**config.mk**
```make
export PLATFORM = sky130hd
export DESIGN_NAME = seg_display_scheduler
export DESIGN_NICKNAME = d
export VERILOG_FILES = /design/src/rtl/seg_display_pkg.sv /design/src/rtl/seg_rr_arbiter.sv /design/src/rtl/seg_display_scheduler.sv
export SDC_FILE = /design/constraint.sdc
export NUM_CORES = 1
export LEC_CHECK = 0
export CORE_MARGIN = 4
export CORE_UTILIZATION = 50
export DETAILED_ROUTE_END_ITERATION = 16
export PLACE_DENSITY_LB_ADDON = 0.12
export SLEW_MARGIN = 40
export SYNTH_ARGS = -nofsm -noshare
export SYNTH_HDL_FRONTEND = slang
export SYNTH_SLANG_ARGS = --single-unit
```
**constraint.sdc**
```tcl
create_clock -name clk -period 3.6 [get_ports clk]
set_clock_uncertainty 0.1 [all_clocks]
set_input_delay 0.72 -clock clk [delete_from_list [all_inputs] [get_ports clk]]
set_output_delay 0.72 -clock clk [all_outputs]
set_load 0.02 [all_outputs]
```
**src/rtl/seg_display_pkg.sv**
```systemverilog
// rtl/seg_display_pkg.sv - shared types and constants for the 7-segment display scheduler
package seg_display_pkg;

  localparam int SEG_WORD_W = 32;

  typedef enum logic [1:0] {
    IDLE,
    LOAD,
    SHOW,
    BLANK
  } seg_sched_state_t;

endpackage

```
**src/rtl/seg_rr_arbiter.sv**
```systemverilog
// rtl/seg_rr_arbiter.sv - combinational round-robin pick starting after the last served source
module seg_rr_arbiter #(
  parameter int N = 4
) (
  input  logic [N-1:0]         req,
  input  logic [$clog2(N)-1:0] last,
  output logic                 any,
  output logic [$clog2(N)-1:0] winner
);

  localparam int IW = $clog2(N);

  // Scan from the farthest candidate back to last+1 so the nearest requester overwrites the rest.
  always_comb begin
    int            j;
    logic [IW-1:0] idx;
    any    = |req;
    winner = last;
    j      = 0;
    idx    = '0;
    for (int k = N; k >= 1; k--) begin
      j   = (int'(last) + k) % N;
      idx = IW'(j);
      if (req[idx]) winner = idx;
    end
  end

endmodule

```
**src/rtl/seg_display_scheduler.sv**
```systemverilog
// rtl/seg_display_scheduler.sv - round-robin sharing of one 8-digit display between requesters
module seg_display_scheduler
  import seg_display_pkg::*;
#(
  parameter int NUM_SRC      = 4,
  parameter int DWELL_CYCLES = 100_000_000,
  parameter int BLANK_CYCLES = 1024
) (
  input  logic                                  clk,
  input  logic                                  rst_n,
  input  logic [NUM_SRC-1:0]                    req,
  input  logic [NUM_SRC-1:0][SEG_WORD_W-1:0]    req_data,
  input  logic                                  hold,
  output logic [NUM_SRC-1:0]                    grant,
  output logic [SEG_WORD_W-1:0]                 disp_data,
  output logic [$clog2(NUM_SRC)-1:0]            disp_src,
  output logic                                  disp_blank
);

  localparam int IW = $clog2(NUM_SRC);
  localparam int DW = $clog2(DWELL_CYCLES);
  localparam int BW = $clog2(BLANK_CYCLES + 1);
  localparam logic [DW-1:0]      DWELL_LAST = DW'(DWELL_CYCLES - 1);
  localparam logic [BW-1:0]      BLANK_LAST = BW'(BLANK_CYCLES - 1);
  localparam logic [NUM_SRC-1:0] ONE_HOT0   = NUM_SRC'(1);

  seg_sched_state_t       state_q, state_d;
  logic [IW-1:0]          sel_q, sel_d;
  logic [IW-1:0]          last_q, last_d;
  logic [DW-1:0]          dwell_q, dwell_d;
  logic [BW-1:0]          bcnt_q, bcnt_d;
  logic [NUM_SRC-1:0]     grant_d;
  logic [SEG_WORD_W-1:0]  data_d;
  logic [IW-1:0]          src_d;
  logic                   blank_d;
  logic                   any;
  logic [IW-1:0]          winner;

  seg_rr_arbiter #(.N(NUM_SRC)) u_arb (
    .req    (req),
    .last   (last_q),
    .any    (any),
    .winner (winner)
  );

  // State, counters and every output are registered together so outputs never glitch.
  always_ff @(posedge clk or negedge rst_n) begin
    if (!rst_n) begin
      state_q    <= IDLE;
      sel_q      <= '0;
      last_q     <= IW'(NUM_SRC - 1);
      dwell_q    <= '0;
      bcnt_q     <= '0;
      grant      <= '0;
      disp_data  <= '0;
      disp_src   <= '0;
      disp_blank <= 1'b1;
    end else begin
      state_q    <= state_d;
      sel_q      <= sel_d;
      last_q     <= last_d;
      dwell_q    <= dwell_d;
      bcnt_q     <= bcnt_d;
      grant      <= grant_d;
      disp_data  <= data_d;
      disp_src   <= src_d;
      disp_blank <= blank_d;
    end
  end

  // Next-state logic; grant_d is only raised on transitions into LOAD so grant lasts one cycle.
  always_comb begin
    state_d = state_q;
    sel_d   = sel_q;
    last_d  = last_q;
    dwell_d = dwell_q;
    bcnt_d  = bcnt_q;
    grant_d = '0;
    data_d  = disp_data;
    src_d   = disp_src;
    blank_d = disp_blank;
    case (state_q)
      IDLE: begin
        blank_d = 1'b1;
        if (any) begin
          state_d = LOAD;
          sel_d   = winner;
          grant_d = ONE_HOT0 << winner;
        end
      end
      LOAD: begin
        // Capture regardless of whether the requester is still asking.
        data_d  = req_data[sel_q];
        src_d   = sel_q;
        last_d  = sel_q;
        blank_d = 1'b0;
        dwell_d = '0;
        state_d = SHOW;
      end
      SHOW: begin
        if (!hold) begin
          if (dwell_q == DWELL_LAST) begin
            if (!any) begin
              dwell_d = '0;
            end else if (req == (ONE_HOT0 << disp_src)) begin
              state_d = LOAD;
              sel_d   = disp_src;
              grant_d = ONE_HOT0 << disp_src;
            end else begin
              state_d = BLANK;
              blank_d = 1'b1;
              bcnt_d  = '0;
            end
          end else begin
            dwell_d = dwell_q + 1'b1;
          end
        end
      end
      BLANK: begin
        if (bcnt_q == BLANK_LAST) begin
          if (any) begin
            state_d = LOAD;
            sel_d   = winner;
            grant_d = ONE_HOT0 << winner;
          end else begin
            state_d = SHOW;
            blank_d = 1'b0;
            dwell_d = '0;
          end
        end else begin
          bcnt_d = bcnt_q + 1'b1;
        end
      end
      default: state_d = IDLE;
    endcase
  end

endmodule
```
Word-level counts from Yosys, hierarchy flattened
Index checks and enable logic that the tools add are counted.

Bits in registers: 83. Output and inout port bits: 39. Logic and storage cells: 101.

$add $sub $neg: 6. $lt $le $gt $ge: 5. Eq/ne operators: 15. Shift operators: 2. Multiplexer cells: 54. Reductions and logical operators: 10.

Operators by type and width (count): $mux 27 (4); $pmux 27 s3 (1); $bmux 32 s2 (1); $mux 11 (5); $mux 2 (17); $mux 32 (1); $add 27x1->27 const B (1); $eq 27x27->1 const B (1); $mux 4 (6); $pmux 11 s2 (1); $ne 2x2->1 const B (9); $reduce_and 6->1 (3); $lt 2x3->1 const B (5); $pmux 4 s3 (1); $add 11x1->11 const B (1); $eq 11x10->1 const B (1); $mux 1 (10); $bmux 1 s2 (4); $pmux 2 s4 (1); $shl 1x2->4 const A (2); $pmux 2 s3 (1); $reduce_bool 3->1 (2); $reduce_and 5->1 (1); $add 2x1->2 const B (2); other kinds (9) (11).

Depth between registers and ports, before layout
Depth in word-level cells: 11. Mapped depth: 9. Depth with buffers taken out: 7.

By module
Synthesis repeated with hierarchy kept, for this count alone.

Cell total of the unflattened synthesis: 454. Area total of the unflattened synthesis: 4865.9 um2.

By module, submodules not included: seg_display_scheduler (instances 1, cells each 440, area an instance 4793.3 um2, sequential area each 2080.7 um2); seg_rr_arbiter (instances 1, cells each 14, area an instance 72.6 um2, sequential area each 0.0 um2).

Worst setup path after synthesis
OpenSTA, ideal clock, no wires.

Kind: input -> register. Start: in req[1]. End: reg dwell_q[15]. Arrival: 2143 ps. Required time: 3367 ps. Setup slack: 1224 ps. Stages: 7. Path buffers: 1. Cells stage by stage: nor4_4 > nand4_1 > a21o_1 > or2_1 > buf_2 > o21ai_0 > o31ai_1.

Word-level cells in the longest chain between the ends: 5.

Ends and longest elaborated chain: from (decl) (line seg_display_scheduler.sv:11) `input logic [NUM_SRC-1:0] req,`; $reduce_or 4->1 * (line seg_rr_arbiter.sv:17) `any = |req;`; $mux 27 *; $mux 27 (2 in series); $pmux 27 s3 *; to (signal assigned) (line seg_display_scheduler.sv:62) `dwell_q <= dwell_d;`; to (decl) (line seg_display_scheduler.sv:30) `logic [DW-1:0] dwell_q, dwell_d;`.

Mark *: on every way between the ends. The rest lies on a longest branch, timed or not. The select of a mux whose other input is x is not followed. A chain may end at the register's enable or synchronous reset.

Worst setup path after layout
Start: in req[1]. End: reg dwell_q[14].

Same word-level chain as after synthesis.

==> run summary <==
OUTCOME
-----------------------------------------------------------------------------------------------
Run status .......................................................................    completed

SYNTH
-----------------------------------------------------------------------------------------------
Count of distinct cell types in the synthesized netlist ..........................           60
Mapped Area ......................................................................  0.00502 mm²
Flip-flop and latch count after synthesis ........................................           83
Cells after synthesis ............................................................          525
Sequential cell area fraction in the yosys report ................................        0.415
Share of async-settable or async-resettable flops after synthesis ................         1.00
Post-synth EDFFs .................................................................            0
Predominant post-synthesis flop cell .............................................      dfrtp_1
Post-Synthesis Mean Instance Area ................................................     9.56 µm²
Yosys warnings ...................................................................            0
Synthesized netlist net count ....................................................          662

TIMING
-----------------------------------------------------------------------------------------------
RSZ-0062 raised after global routing .............................................           no
Worst slew pin tran ..............................................................     0.694 ns
Rel. slew slack ..................................................................        0.538
Max Fclk .........................................................................    0.343 GHz
Setup Viol. Count Final ..........................................................            0
Final Slew Violations ............................................................            0
Final Cycle Share ................................................................        0.811
Number of failing hold endpoints at the final stage ..............................            0
Minimum clock period .............................................................      2.92 ns
Accumulated negative setup slack .................................................         0 ns
Worst Hold Slack .................................................................     0.294 ns

GRT
-----------------------------------------------------------------------------------------------
Met2 track demand over resource in global routing ................................        0.453
Pin count of the biggest net entering global routing .............................           56
Sum of overflow across all layers after global routing ...........................            0
Met3 GRT Util ....................................................................       0.0913
Tot GR Track Use .................................................................        0.264
Most Crowded Layer GR ............................................................         met2
Global routing usage on met1 .....................................................        0.325
Global-route wire length before repair ...........................................      24.0 mm
Via count of the first global-routing pass .......................................        4,682
Initial antenna violation count ..................................................            0

PLACEMENT
-----------------------------------------------------------------------------------------------
Dpl hpwl .........................................................................      11.5 mm
Number of cells in the design after placement ....................................          806
Final weighted congestion in routability-driven placement ........................        0.892
Port buffer count ................................................................          173

DRT
-----------------------------------------------------------------------------------------------
Total vias in the final route ....................................................        4,761
Final routed wirelength across all metal layers ..................................      15.0 mm
Remaining number of nets flagged by the antenna check after routing ..............            0
Post-DR vias/cell ................................................................         5.79
Number of search-and-repair iterations in the first detailed-routing pass ........            6
DR DRC count .....................................................................            0
Routed wirelength normalized by instance count ...................................      18.3 µm
Violation count after the first detailed-routing iteration .......................          263

FINAL LAYOUT
-----------------------------------------------------------------------------------------------
Filler Cell Count ................................................................          748
Number of nets in the final layout ...............................................          821
Number of standard cells in the final layout excluding fillers ...................          822
Combined area of the multi-input logic cells .....................................  0.00278 mm²
# diodes .........................................................................            0
Seq. cell area ...................................................................  0.00208 mm²
Layout cell share with drive strength beyond 1 ...................................        0.110
Relative area change from synthesis to final layout ..............................        40.8%

WORST SETUP PATH
-----------------------------------------------------------------------------------------------
Critical path required time ......................................................      3.74 ns
Type of element capturing the critical path ......................................    flip-flop
Worst path arrival time ..........................................................      3.06 ns
Critical path class ..............................................................    in -> reg
Startpoint types ................................................................. primary input
Maximum net fanout on the critical path ..........................................           15

POWER
-----------------------------------------------------------------------------------------------
Peak supply drop .................................................................     0.362 mV
Switching component of the power .................................................      1.93 mW
Switching Fraction ...............................................................        0.408
PD cells .........................................................................   668 mW/mm²
Flop pwr share ...................................................................        0.336
Combinational group share of total power .........................................        0.508
Clock network fraction of total power ............................................        0.155
Cell leakage power ...............................................................      2.91 nW
Cell Int Power ...................................................................      2.80 mW
Overall Power ....................................................................      4.72 mW

FLOORPLANNING
-----------------------------------------------------------------------------------------------
Number of top-level design ports .................................................          174
Area inside the core boundary ....................................................  0.00977 mm²
Row count ........................................................................           36
Die W ............................................................................       108 µm
Vert. Die Dim ....................................................................       108 µm
Floorplan die area ...............................................................   0.0117 mm²
Starting density of the core .....................................................        0.513

CLOCKING
-----------------------------------------------------------------------------------------------
Post-CTS Hold Fix Bufs ...........................................................            0
Clk root buf .....................................................................     clkbuf_8
CTS resizes ......................................................................            0
Number of buffers inserted during clock tree synthesis ...........................            9
Insertion delay of the later-clocked pin in the worst-skew pair ..................      0.36 ns
Sink count of the clock tree .....................................................           83
Clock input transition at the sequential cells of the worst setup and hold paths .      0.09 ns
TritonCTS clock tree .............................................................         done
Number of levels in the clock H-tree .............................................            3
Clock Tree Buf Depth .............................................................            2
Post-CTS setup buffer count ......................................................            0

RUN
-----------------------------------------------------------------------------------------------
Maximum Capacitance Violations ...................................................            0

WORST HOLD PATH
-----------------------------------------------------------------------------------------------
Worst hold path class ............................................................  in -> async

through the flow:
stage / area [µm²] / worst slack [ns] / util
CTS: 7070 / 0.707 / 0.723
floorplan: 5020 / 1.22 / -
detailed placement: 6850 / 0.332 / 0.701
global placement: 6840 / 0.465 / 0.700
finish: 7070 / 0.682 / 0.723
global route: 7070 / 0.487 / 0.723
power groups by stage:
stage / Combinational (mW) / Sequential [mW] / Clock [mW]
2_1_floorplan: 1.45 / 1.63 / 0
3_3_place_gp: 2.37 / 1.58 / 0
3_5_place_dp: 2.40 / 1.60 / 0
4_1_cts: 2.42 / 1.59 / 0.742
5_1_grt: 2.62 / 1.65 / 0.782
6_report: 2.40 / 1.59 / 0.734
metal layers:
metal / share of wire / wire, µm
met5: 0 / 0
met4: 0.0078 / 117
met3: 0.095 / 1430
met2: 0.51 / 7720
met1: 0.38 / 5770
final timing paths:
check	startpoint	endpoint	slack, ns	depth (start not counted)
max in group asynchronous	rst_n	disp_data[17]	2.39	2
min reg2reg	disp_data[29]	disp_data[29]	0.38	2
min	rst_n	bcnt_q[7]	0.29	1
max reg2reg	state_q[1]	bcnt_q[9]	0.89	6
min in group clk	disp_data[29]	disp_data[29]	0.38	2
max	req[1]	dwell_q[14]	0.68	7
cell usage in the layout, fill, tap and decap left out, types with 7 or more instances in the layout:
master,n
clkbuf_8,9
o31ai_1,11
mux4_2,32
a31oi_1,9
o21ai_0,44
nor2_1,26
nand2_1,131
nand3_1,11
nand4_1,10
clkdlybuf4s50_1,172
dfrtp_1,79
a21oi_1,25
buf_4,9
and4_1,7
inv_1,7
logic make-up (layout without fill, tap and decap cells):
logic type | after synthesis | after routing | share of synthesized area
AO/OA/AOI/OAI | 121 | 121 | 0.152
XOR/XNOR | 1 | 1 | 0.00175
adder cells (fa/ha/maj) | 2 | 2 | 0.00499
buffers and inverters | 40 | 204 | 0.0329
flip-flops | 83 | 83 | 0.415
multiplexers | 38 | 38 | 0.156
AND/OR/NAND/NOR | 240 | 240 | 0.237
synthesized netlist by cell type, types with 2 or more instances:
| cell | n | area share |
|---|---|---|
| a21oi_2 | 2 | 0.0035 |
| o22ai_1 | 2 | 0.0025 |
| o31a_1 | 2 | 0.0035 |
| inv_1 | 7 | 0.0052 |
| o21ai_1 | 2 | 0.0020 |
| nor2b_1 | 6 | 0.0075 |
| a41oi_1 | 2 | 0.0035 |
| nand2_1 | 131 | 0.098 |
| mux4_2 | 32 | 0.14 |
| nor3_1 | 5 | 0.0050 |
| nand4_1 | 10 | 0.012 |
| mux2i_1 | 3 | 0.0060 |
| mux2_2 | 3 | 0.0067 |
| nor2_1 | 26 | 0.019 |
| nand3b_1 | 3 | 0.0045 |
| ha_1 | 2 | 0.0050 |
| and3_1 | 6 | 0.0075 |
| o31ai_1 | 11 | 0.016 |
| and2_1 | 6 | 0.0075 |
| buf_2 | 11 | 0.011 |
| buf_1 | 4 | 0.0030 |
| dfrtp_1 | 80 | 0.40 |
| a31oi_1 | 9 | 0.011 |
| or2_2 | 3 | 0.0037 |
| a211oi_1 | 2 | 0.0030 |
| o41ai_1 | 4 | 0.0070 |
| a21oi_1 | 25 | 0.025 |
| a21o_1 | 2 | 0.0030 |
| or3_1 | 3 | 0.0037 |
| or4_1 | 5 | 0.0075 |
| a22o_1 | 4 | 0.0070 |
| nand2b_1 | 5 | 0.0062 |
| or2_1 | 2 | 0.0025 |
| dfstp_2 | 3 | 0.016 |
| o21ai_0 | 44 | 0.044 |
| nor3b_1 | 2 | 0.0030 |
| clkbuf_1 | 17 | 0.013 |
| and4_1 | 7 | 0.012 |
| nand3_1 | 11 | 0.011 |
layout make-up:
type | instances | share of cell area
tap | 133 | 0.0235
clock inverter | 6 | 0.0127
multi-input combinational | 402 | 0.394
timing repair buffer | 181 | 0.253
sequential | 83 | 0.295
clock buffer | 10 | 0.0181
inverter | 7 | 0.00372
sequential cells by signal, summed over array words and instances, names as in the netlist:
name / flops
bcnt_q: 11
disp_blank: 1
disp_data: 32
disp_src: 2
dwell_q: 27
grant: 4
last_q: 2
sel_q: 2
state_q: 2
worst max-delay path, stage by stage:
cell             delay, ns
clkdlybuf4s50_1       0.56
nor4_4                0.44
nand4_1               0.22
a21o_1                0.32
or2_1                 0.44
o21ai_0               0.24
o21ai_0               0.11
No activity file was read; power rests on OpenSTA's default activity.
